<file path="config.mk">
export PLATFORM = sky130hd
export DESIGN_NAME = ifetch_pipelined
export DESIGN_NICKNAME = d
export VERILOG_FILES = /design/src/rtl/ifetch_pkg.sv /design/src/rtl/ifetch_fifo.sv /design/src/rtl/ifetch_pipelined.sv
export SDC_FILE = /design/constraint.sdc
export NUM_CORES = 1
export LEC_CHECK = 0
export ABC_AREA = 1
export BUFFER_PORTS_ARGS = -buffer_cell sky130_fd_sc_hd__buf_2
export CAP_MARGIN = 5
export CORE_MARGIN = 2
export CORE_UTILIZATION = 30
export DETAILED_ROUTE_END_ITERATION = 8
export SLEW_MARGIN = 0
export SYNTH_ARGS = -nofsm -noshare
export SYNTH_HDL_FRONTEND = slang
export SYNTH_SLANG_ARGS = --single-unit
</file>
<file path="constraint.sdc">
create_clock -name clk -period 4.55 [get_ports clk]
set_clock_uncertainty 0.05 [all_clocks]
set_input_delay 0.455 -clock clk [delete_from_list [all_inputs] [get_ports clk]]
set_output_delay 0.455 -clock clk [all_outputs]
set_load 0.01 [all_outputs]
</file>
<file path="src/rtl/ifetch_pkg.sv">
// Shared fetch constants and redirect-target helpers.
// Helpers work on a 64-bit PC; callers truncate to their own PC width.
package ifetch_pkg;

    localparam int INSTR_BYTES = 4;
    localparam int BR_OFF_W    = 16;
    localparam int J_FIELD_W   = 26;
    localparam int PC_MAX_W    = 64;

    localparam logic [PC_MAX_W-1:0] J_LOW_MASK = 64'h0000_0000_0FFF_FFFF;

    function automatic logic [PC_MAX_W-1:0] branch_target(
        input logic [PC_MAX_W-1:0] pc,
        input logic [BR_OFF_W-1:0] off
    );
        logic [PC_MAX_W-1:0] disp;
        disp = {{(PC_MAX_W-BR_OFF_W-2){off[BR_OFF_W-1]}}, off, 2'b00};
        return pc + disp;
    endfunction

    // Upper PC bits above the 28-bit jump region are kept from the redirecting PC.
    function automatic logic [PC_MAX_W-1:0] jump_target(
        input logic [PC_MAX_W-1:0]  pc,
        input logic [J_FIELD_W-1:0] field
    );
        return (pc & ~J_LOW_MASK) | {{(PC_MAX_W-J_FIELD_W-2){1'b0}}, field, 2'b00};
    endfunction

endpackage

</file>
<file path="src/rtl/ifetch_fifo.sv">
// Small synchronous FIFO with flush; head is read straight from registered storage.
// Zero-latency head; push is dropped only when full without a same-cycle pop.
module ifetch_fifo #(
    parameter int WIDTH = 64,
    parameter int DEPTH = 2
) (
    input  logic                       clk,
    input  logic                       reset_n,
    input  logic                       push,
    input  logic                       pop,
    input  logic                       flush,
    input  logic [WIDTH-1:0]           din,
    output logic [WIDTH-1:0]           head,
    output logic [$clog2(DEPTH+1)-1:0] count
);

    localparam int PTR_W = $clog2(DEPTH);
    localparam int CNT_W = $clog2(DEPTH+1);

    logic [WIDTH-1:0] mem [DEPTH];
    logic [PTR_W-1:0] wr_ptr;
    logic [PTR_W-1:0] rd_ptr;
    logic             do_push;
    logic             do_pop;

    assign do_pop  = pop && (count != '0);
    assign do_push = push && ((count != CNT_W'(DEPTH)) || do_pop);
    assign head    = mem[rd_ptr];

    always_ff @(posedge clk or negedge reset_n) begin
        if (!reset_n) begin
            wr_ptr <= '0;
            rd_ptr <= '0;
            count  <= '0;
            for (int i = 0; i < DEPTH; i++) begin
                mem[i] <= '0;
            end
        end else if (flush) begin
            wr_ptr <= '0;
            rd_ptr <= '0;
            count  <= '0;
        end else begin
            if (do_push) begin
                mem[wr_ptr] <= din;
                wr_ptr      <= wr_ptr + 1'b1;
            end
            if (do_pop) begin
                rd_ptr <= rd_ptr + 1'b1;
            end
            case ({do_push, do_pop})
                2'b10:   count <= count + 1'b1;
                2'b01:   count <= count - 1'b1;
                default: count <= count;
            endcase
        end
    end

endmodule

</file>
<file path="src/rtl/ifetch_pipelined.sv">
// Decoupled fetch: sequential reads to a 1-cycle imem, prefetch FIFO to decode, redirect flush.
// Request-to-output 2 cycles; issue is credit-limited so FIFO plus in-flight never exceed DEPTH.
module ifetch_pipelined
    import ifetch_pkg::*;
#(
    parameter int                ADDR_W   = 32,
    parameter int                DATA_W   = 32,
    parameter int                DEPTH    = 2,
    parameter logic [ADDR_W-1:0] RESET_PC = '0
) (
    input  logic                       clk,
    input  logic                       reset_n,
    output logic                       imem_req,
    output logic [ADDR_W-1:0]          imem_addr,
    input  logic [DATA_W-1:0]          imem_rdata,
    input  logic                       redirect,
    input  logic                       is_jump,
    input  logic [ADDR_W-1:0]          redirect_pc,
    input  logic [BR_OFF_W-1:0]        branch_offset,
    input  logic [J_FIELD_W-1:0]       jump_addr,
    output logic                       out_valid,
    input  logic                       out_ready,
    output logic [DATA_W-1:0]          out_instr,
    output logic [ADDR_W-1:0]          out_pc,
    output logic [$clog2(DEPTH+1)-1:0] count
);

    localparam int CNT_W = $clog2(DEPTH+1);

    logic [ADDR_W-1:0]        fetch_pc;
    logic                     inflight;
    logic [ADDR_W-1:0]        inflight_pc;
    logic                     inflight_kill;
    logic                     pop;
    logic                     push;
    logic [CNT_W:0]           occupancy;
    logic [ADDR_W-1:0]        target;
    logic [ADDR_W+DATA_W-1:0] head;

    assign pop       = out_valid && out_ready;
    assign out_valid = (count != '0);
    assign imem_addr = fetch_pc;
    assign {out_pc, out_instr} = head;

    // Credits: entries held plus the read in flight, less the one leaving this cycle.
    assign occupancy = {1'b0, count} + (CNT_W+1)'(inflight) - (CNT_W+1)'(pop);
    assign imem_req  = reset_n && !redirect && (occupancy < (CNT_W+1)'(DEPTH));
    assign push      = inflight && !inflight_kill && !redirect;

    always_comb begin
        target = ADDR_W'(branch_target(PC_MAX_W'(redirect_pc), branch_offset));
        if (is_jump) begin
            target = ADDR_W'(jump_target(PC_MAX_W'(redirect_pc), jump_addr));
        end
    end

    always_ff @(posedge clk or negedge reset_n) begin
        if (!reset_n) begin
            fetch_pc      <= RESET_PC;
            inflight      <= 1'b0;
            inflight_pc   <= '0;
            inflight_kill <= 1'b0;
        end else if (redirect) begin
            fetch_pc      <= target;
            inflight      <= 1'b0;
            inflight_kill <= inflight;
        end else if (imem_req) begin
            inflight_pc   <= fetch_pc;
            fetch_pc      <= fetch_pc + ADDR_W'(INSTR_BYTES);
            inflight      <= 1'b1;
            inflight_kill <= 1'b0;
        end else begin
            inflight      <= 1'b0;
            inflight_kill <= 1'b0;
        end
    end

    ifetch_fifo #(
        .WIDTH (ADDR_W + DATA_W),
        .DEPTH (DEPTH)
    ) u_fifo (
        .clk     (clk),
        .reset_n (reset_n),
        .push    (push),
        .pop     (pop && !redirect),
        .flush   (redirect),
        .din     ({inflight_pc, imem_rdata}),
        .head    (head),
        .count   (count)
    );

endmodule

</file>
==> results of run 1 <==
[per-stage QoR]
step	hold slack (ns)	total power, mW
6_report	0.196	7.07
3_3_place_gp	0.387	5.57
5_1_grt	0.181	7.66
2_1_floorplan	0.109	4.55
4_1_cts	0.174	7.16
3_5_place_dp	0.390	5.65
[where the power goes]
group	internal, mW	leakage (nW)	switching [mW]
Combinational	1.00	4.10	1.62
Clock	0.770	0.278	0.707
Sequential	2.47	2.51	0.500
[cells in the final DEF (no fill, tap or decap), drive strengths merged, types with 2 or more instances in the layout]
cell type | netlist | final
fa | 2 | 2
ha | 31 | 31
a21oi | 51 | 51
nor3b | 3 | 3
o21bai | 7 | 7
and2 | 3 | 3
buf | 26 | 219
clkbuf | 34 | 18
a22oi | 5 | 5
inv | 184 | 190
nand4 | 4 | 4
nand3 | 68 | 68
clkinv | 1 | 7
nand3b | 3 | 3
dfrtp | 198 | 198
o31ai | 3 | 3
nor3 | 19 | 19
xor2 | 25 | 25
a31oi | 5 | 5
mux2 | 64 | 64
o21ai | 204 | 204
nor2 | 127 | 127
nand2 | 424 | 424
or2 | 3 | 3
xnor2 | 7 | 7
clkinvlp | 0 | 2
[registers in the layout, summed over array words and instances, names as in the netlist]
name	cells
imem_addr	32
inflight	1
inflight_kill	1
inflight_pc	32
u_fifo.count	2
u_fifo.mem	128
u_fifo.rd_ptr	1
u_fifo.wr_ptr	1
[cell type report]
class / count / area (µm²)
Fill cell: 4099 / 24200
Clock buffer: 17 / 425
Sequential cell: 198 / 4960
Clock inverter: 15 / 144
Tap cell: 511 / 639
Multi-Input combinational cell: 1064 / 5630
Timing Repair Buffer: 221 / 1140
Inverter: 185 / 694
[Yosys cell counts (all sizes together), types with 2 or more instances]
cell / n / share of area, %
dfrtp: 198 / 43
ha: 31 / 3.3
o21ai: 204 / 8.8
buf: 26 / 1.6
xnor2: 7 / 0.53
or2: 3 / 0.16
nor2: 127 / 4.4
nand2: 424 / 14
o21bai: 7 / 0.45
fa: 2 / 0.35
o31ai: 3 / 0.31
a21oi: 51 / 2.2
nand4: 4 / 0.22
a22oi: 5 / 0.32
nor3b: 3 / 0.24
a31oi: 5 / 0.27
mux2: 64 / 6.2
and2: 3 / 0.16
nand3: 68 / 3.0
clkbuf: 34 / 1.1
xor2: 25 / 1.9
nand3b: 3 / 0.19
inv: 184 / 6.0
nor3: 19 / 1.2
[metal layers]
metal | part of all wire, % | GRT usage [%]
met3 | 6.1 | 3.25
met4 | 1.4 | 3.86
met5 | 0.039 | 0
met1 | 48 | 23.7
met2 | 44 | 26.4
[cell families (layout without fill, tap and decap cells)]
kind of cell,count (synthesis),after routing,synth area share [%]
flops,198,198,42.8
fa+ha+maj,33,33,3.69
buf+inv,245,438,8.70
simple gates,655,655,23.4
mux,64,64,6.22
xor+xnor,32,32,2.42
compound gates,280,280,12.8
[worst max-delay path: cells and delay by family, from the launching register on]
family / cells / cell delay [ns]
compound gates: 1 / 0.39
flops: 1 / 0.46
simple gates: 7 / 1.47
buf+inv: 5 / 1.10
fa+ha+maj: 2 / 0.70
[path summary, 6_finish.rpt]
kind	end	from	cells past startpoint	slack [ns]
setup / recovery	imem_addr[4]$_DFFE_PN0P_	u_fifo.count[1]$_DFFE_PN0P_	15	0.26
hold / removal	u_fifo.mem[72]$_DFFE_PN0P_	imem_rdata[8]	3	0.20
setup reg to reg	imem_addr[4]$_DFFE_PN0P_	u_fifo.count[1]$_DFFE_PN0P_	15	0.26
hold reg to reg	inflight_kill$_DFF_PN0_	inflight$_DFF_PN0_	2	0.42
max in group asynchronous	imem_addr[15]$_DFFE_PN0P_	reset_n	3	2.63
min in group asynchronous	u_fifo.mem[95]$_DFFE_PN0P_	reset_n	2	0.49
[repair_timing]
item | in CTS | in global routing
hold buffers | 1 | 0
resized for setup | 0 | 0
hold endpoints to repair | 50 | 0
==> flow_summary.toml, run 1 <==
[outcome]
status = "completed"

[final_layout]
final_core_util_pct = 36.0
antenna_cells = 0
stdcell_count = 2211
flow.area_growth_from_synthesis_pct = 17.7
fin_nets = 1831
drive_gt1_share_pct = 19.5
design_area_mm2 = 0.0136

[global_routing]
antenna_found_initial = 1
grt_max_degree = 99
overflow = 0
grt_pass1_vias = 9900
grt_pass1_wl_um = 53900
grt_usage_pct = 16.7

[drt]
wl_per_cell_um = 15.3
first_pass_iters = 6
drc = 0
wl_um = 33700
routed_via_density = 4.66
vias = 10303
drtAntennaViolNets = 0
drtIter0Drc = 627

[place]
dp_slack_ns = 0.276
dpl-instance-area_mm2 = 0.0131
place_congestion = 0.872
dp.cells = 2178
hpwl_um = 25500
port_buffers = 210

[floorplan]
core_mm2 = 0.0378
die_y_um = 200
ioPinCount = 211
initial_utilization_pct = 30.6
die_area_mm2 = 0.0402
die_x_um = 200
rows = 71

[timing]
hold_viol_final = 0
tns_ns = 0
relSlewSlack_pct = 34.3
tightestPinTransition_ns = 0.983
drv_slew = 0
grt_setup_unrepaired = "no"
fin_ws_ns = 0.263
period_minus_slack_ns = 4.29
fmax_mhz = 233
setup_viol = 0
finalCritPeriodShare_pct = 94.2

[worst_setup_path]
cp_max_fo = 24
cpPeakStageDelay_ns = 0.70
crit_slowest_cell = "nor2_1"
required_ns = 4.82
startpoint_type = "flop"
path_class = "flop to flop"
crit_chain = "inv_1, nand2_1, nand2_1, inv_1, ha_1, or2_2, fa_1, nand2_1, nor2_1, nand2_2, inv_1, buf_4, nor2_1, inv_1, a32o_1"
critPathCaptureType = "flop"
cp_common_cell = "inv_1"
worstPathArrival_ns = 4.55

[synth]
synth_edf_count = 0
synth_cells = 1507
yosys_warnings = 0
netlist_area_mm2 = 0.0116
syn_nets = 1651
avgSynthCellArea_um2 = 7.68
synthFlopType = "dfrtp_1"
synth.distinct_cells = 48
synth_seq_area_share_pct = 42.8
async_flop_share_pct = 100
synth_seq_cells = 198

[clock_network]
cts_buffers = 17
root_buffer = "clkbuf_16"
clk_pin_slew_ns = 0.07
cts_setup_buffers = 0
numClockSinks = 198
cts_tree = "built"
clockBufferDepth = 2
clock_latency_ns = 0.43
h-tree-depth = 4

[pwr]
p_leak_nw = 6.89
p_per_area_mw_per_mm2 = 519
ir_drop_v = 0.000313

[min_path]
hold_class = "input pin to flop"

[run]
cap_viol_max_count = 0
(Power assumes the default switching activity.)
==> run 2: changes to the inputs <==
SETUP_SLACK_MARGIN = 0.15   (was unset)
clock period = 5 ns   (was 4.55 ns; I/O delays follow)
==> flow_summary.toml, run 2 (synthesis results as in run 1) <==
[clock_network]
cts_setup_buffers = 0
cts_resized = 0
cts_buffers = 17
clk_pin_slew_ns = 0.08
postCtsHoldBufs = 1
numClockSinks = 198
root_buffer = "clkbuf_16"
h-tree-depth = 4
clock_latency_ns = 0.43
cts_tree = "built"
clockBufferDepth = 2

[final_layout]
layout_commonest_cell = "nand2_1"
regMostFlops = "u_fifo.mem"
layout_common_cells = "nand2_1, buf_2, o21ai_0"
largest_reg_flops = 128
flow.area_growth_from_synthesis_pct = 17.8
fin_nets = 1829
antenna_cells = 0
multiInputGateArea_mm2 = 0.00563
drive_gt1_share_pct = 19.3
nFillCells = 4036
seq_area_mm2 = 0.00496

[timing]
period_minus_slack_ns = 4.10
tns_ns = 0
finalCritPeriodShare_pct = 81.9
drv_slew = 0
hold_slack_ns = 0.242
fmax_mhz = 244
hold_viol_final = 0
tightestPinTransition_ns = 1.14
grt_setup_unrepaired = "no"
relSlewSlack_pct = 23.9
setup_viol = 0

[pwr]
p_leak_nw = 6.88
p_per_area_mw_per_mm2 = 472
ir_drop_v = 0.000244

[drt]
drtIter0Drc = 577
first_pass_iters = 5
wl_per_cell_um = 15.3
wl_um = 33700
drtAntennaViolNets = 0
vias = 10270
drc = 0
routed_via_density = 4.65

[global_routing]
grt_max_degree = 97
grt_pass1_vias = 10153
antenna_found_initial = 1
overflow = 0
grt_usage_pct = 16.8
grt_pass1_wl_um = 54300

[floorplan]
die_y_um = 200
die_x_um = 200
die_area_mm2 = 0.0402
core_mm2 = 0.0378
rows = 71
ioPinCount = 211
initial_utilization_pct = 30.6

[worst_setup_path]
startpoint_type = "flop"
cp_max_fo = 24
path_class = "flop to flop"
crit_slowest_cell = "inv_1"
worstPathArrival_ns = 4.37
critPathCaptureType = "flop"
required_ns = 5.27
cp_common_cell = "inv_1"
crit_chain = "inv_1, nand2_1, nand2_1, inv_1, ha_1, or2_2, fa_1, nand2_1, nor2_1, nand2_2, inv_1, buf_4, nor2_1, inv_1, a32o_1"
cpPeakStageDelay_ns = 0.61

[place]
hpwl_um = 25300
port_buffers = 210
place_congestion = 0.943

[run]
cap_viol_max_count = 0

[min_path]
hold_class = "input pin to flop"

[outcome]
status = "completed"
[run 2: metrics by stage]
stage	instances	area [µm²]	util [%]	power, mW	setup slack [ns]
floorplan	1507	11600	-	4.14	2.04
global placement	2176	13100	34.5	5.07	0.999
detailed placement	2176	13100	34.5	5.14	0.894
CTS	2209	13600	36.1	6.54	0.877
global route	2209	13600	36.1	6.98	0.536
finish	2209	13600	36.1	6.44	0.903
[run 2: layout make-up]
class                   count  area share (%)
flip-flops and latches    198            36.3
repair buffers            219            8.37
multi-input cells        1064            41.2
clock buffers              20            3.27
inverters                 185            5.09
well taps                 511            4.69
clock inverters            12            1.01
[run 2: critical path: cells and delay by family, from the launching register on]
| kind | cells | cell delay (ns) |
|---|---|---|
| buffers and inverters | 5 | 1.07 |
| AND/OR/NAND/NOR | 7 | 1.36 |
| flip-flops | 1 | 0.44 |
| AO/OA/AOI/OAI | 1 | 0.38 |
| adder cells (fa/ha/maj) | 2 | 0.69 |
[run 2: final timing paths]
kind                                                  start                     endpoint  slack [ns]  cells after the start
worst max-delay path            u_fifo.count[1]$_DFFE_PN0P_     imem_addr[4]$_DFFE_PN0P_        0.90                     15
worst min-delay path                         imem_rdata[16]   u_fifo.mem[80]$_DFFE_PN0P_        0.24                      3
worst max register to register  u_fifo.count[1]$_DFFE_PN0P_     imem_addr[4]$_DFFE_PN0P_        0.90                     15
worst min register to register           inflight$_DFF_PN0_      inflight_kill$_DFF_PN0_        0.42                      2
max in group asynchronous                           reset_n  u_fifo.mem[123]$_DFFE_PN0P_        2.09                      4
min in group asynchronous                           reset_n   u_fifo.mem[88]$_DFFE_PN0P_        0.54                      2
[run 2: layer usage]
| metal | wire length, µm | global-route usage, % | vias to the layer above |
|---|---|---|---|
| met4 | 513 | 4.07 | 2 |
| met3 | 1990 | 3.25 | 32 |
| li1 | - | - | 5187 |
| met2 | 15100 | 27.0 | 283 |
| met1 | 16100 | 23.2 | 4766 |
| met5 | 13 | 0 | - |
[run 2: power by group]
part / internal, mW / total, mW / switching, mW / leakage, nW
Sequential: 2.25 / 2.70 / 0.450 / 2.51
Clock: 0.721 / 1.36 / 0.642 / 0.276
Combinational: 0.914 / 2.38 / 1.47 / 4.09
==> run 3: changes to the inputs <==
ABC_AREA = 0   (was 1)
clock period = 3.85 ns   (was 5 ns; I/O delays follow)
==> flow_summary.toml, run 3 <==
[floorplan]
core_mm2 = 0.0345
die_area_mm2 = 0.0364
die_y_um = 191
rows = 68
ioPinCount = 211
die_x_um = 191
initial_utilization_pct = 30.4

[clock_network]
cts_resized = 0
cts_tree = "built"
numClockSinks = 198
clock_latency_ns = 0.44
h-tree-depth = 4
cts_buffers = 17
clockBufferDepth = 2
root_buffer = "clkbuf_16"
clk_pin_slew_ns = 0.07

[timing]
hold_slack_ns = 0.116
fmax_mhz = 284
hold_viol_final = 0
tns_ns = 0
drv_slew = 0
finalCritPeriodShare_pct = 91.6
setup_viol = 0
grt_setup_unrepaired = "no"
period_minus_slack_ns = 3.53
relSlewSlack_pct = 33.5
tightestPinTransition_ns = 0.997

[global_routing]
antenna_found_initial = 0
overflow = 0
grt_usage_pct = 14.9
grt_max_degree = 66
grt_pass1_wl_um = 42300
grt_pass1_vias = 7585

[synth]
synth_edf_count = 0
synth.most_common_cell = "mux2_2"
synthFlopType = "dfrtp_1"
synth_area_leaders = "dfrtp_1, mux2_2, ha_1"
async_flop_share_pct = 100
netlist_area_mm2 = 0.0105
synth_cells = 889
yosysTopAreaCellShare_pct = 47.4
avgSynthCellArea_um2 = 11.8
yosysTopAreaCell = "dfrtp_1"
synth.distinct_cells = 59
synth_common_cells = "mux2_2, dfrtp_1, nand2_1"
yosys_warnings = 0
syn_nets = 1033
synth_seq_cells = 198
synth_seq_area_share_pct = 47.4

[final_layout]
largest_reg_flops = 128
antenna_cells = 0
drive_gt1_share_pct = 43.6
regMostFlops = "u_fifo.mem"
nFillCells = 3430
fin_nets = 1233
layout_common_cells = "buf_2, mux2_2, dfrtp_1"
flow.area_growth_from_synthesis_pct = 20.8
layout_commonest_cell = "buf_2"

[pwr]
p_leak_nw = 5.78
ir_drop_v = 0.000257
p_per_area_mw_per_mm2 = 577

[drt]
drc = 0
routed_via_density = 4.85
drtIter0Drc = 302
vias = 7558
first_pass_iters = 4
wl_um = 26800
wl_per_cell_um = 17.2
drtAntennaViolNets = 0

[min_path]
hold_class = "input pin to flop"

[worst_setup_path]
crit_end = "imem_req"
required_ns = 3.41
rr_worst_depth = 13
cp_max_fo = 10
rrSetupSlack_ns = 0.42
cp-startpoint = "u_fifo.count[0]$_DFFE_PN0P_"
r2r_end = "imem_addr[26]$_DFFE_PN0P_"
critPathCaptureType = "primary output"
worstPathArrival_ns = 3.09
r2r_start = "u_fifo.count[0]$_DFFE_PN0P_"
startpoint_type = "flop"
path_class = "flop to primary output"

[place]
place_congestion = 0.868
port_buffers = 210
hpwl_um = 19200

[outcome]
status = "completed"

[run]
cap_viol_max_count = 0
==> run 3: changes by cell type after synthesis, sizes merged, moves of 26 or more <==
cell,previous run,this run
o21ai,204,33
a21o,1,27
mux2,64,225
nor2,127,39
nand3,68,14
nand2,424,55
inv,184,9
==> run 3: report_power, final <==
part | switching [mW] | total, mW | internal [mW]
clock | 0.853 | 1.83 | 0.978
sequential | 0.461 | 3.26 | 2.79
combinational | 0.991 | 2.20 | 1.21
total | 2.31 | 7.28 | 4.98
==> run 3: critical path, cell delays in order, from the launching register on <==
cell and delay, ns:
dfrtp_1 0.37, or2_2 0.30, and2_1 0.19, ha_1 0.26, nand2b_1 0.15, fa_1 0.47
and3b_1 0.20, nand2_1 0.22, inv_2 0.29, buf_2 0.20
==> run 3: cell families (layout without fill, tap and decap cells) <==
kind of cell | Yosys count | after routing | share of synthesized area (%)
muxes | 229 | 229 | 24.6
AOI/OAI and AO/OA | 153 | 153 | 9.43
adders and majority gates | 33 | 33 | 4.09
xor gates and xnor gates | 51 | 51 | 4.27
and+or+nand+nor | 175 | 175 | 8.34
buffers and inverters | 50 | 263 | 1.90
DFF | 198 | 198 | 47.4
==> run 3: final cells by class <==
type	instances	area, µm²	area share, %
multi-input cells	641	5320	42.1
flip-flops and latches	198	4960	39.3
repair buffers	222	1150	9.12
well taps	455	569	4.51
clock buffers	18	429	3.40
clock inverters	14	168	1.33
inverters	9	33.8	0.267
==> run 3: worst min-delay path by stage <==
stage,from,endpoint,slack [ns],cells past startpoint
4_1_cts,redirect_pc[0],imem_addr[0]$_DFFE_PN0P_,0.09,3
3_3_place_gp,reset_n,u_fifo.mem[7]$_DFFE_PN0P_,0.31,1
2_1_floorplan,reset_n,imem_addr[0]$_DFFE_PN0P_,0.04,0
3_5_place_dp,reset_n,u_fifo.mem[71]$_DFFE_PN0P_,0.31,1
5_1_grt,redirect_pc[0],imem_addr[0]$_DFFE_PN0P_,0.12,3
6_report,redirect_pc[1],imem_addr[1]$_DFFE_PN0P_,0.12,3
==> run 3: stage by stage <==
stage          cell area (µm²)  util [%]  setup slack, ns  instances  power, mW
2_1_floorplan            10500         -            0.380        889       4.63
3_3_place_gp             12000      34.9            0.452       1524       5.44
3_5_place_dp             12000      34.9            0.411       1524       5.52
4_1_cts                  12600      36.7            0.274       1557       7.39
5_1_grt                  12600      36.7            0.166       1557       7.76
6_report                 12600      36.7            0.323       1557       7.28
==> run 3: repair_timing <==
action / in CTS / in global routing
endpoints found under the setup margin: 0 / 0
buffers inserted: 0 / 0
hold buffers: 1 / 0
endpoints found under the hold margin: 45 / 0
==> run 3: metal layers <==
metal / up-vias / GRT usage [%] / share of wire (%)
li1: 3640 / - / -
met2: 190 / 23.6 / 45
met3: 21 / 2.69 / 5.0
met1: 3707 / 20.7 / 48
met5: - / 0 / 0
met4: 0 / 4.41 / 1.4
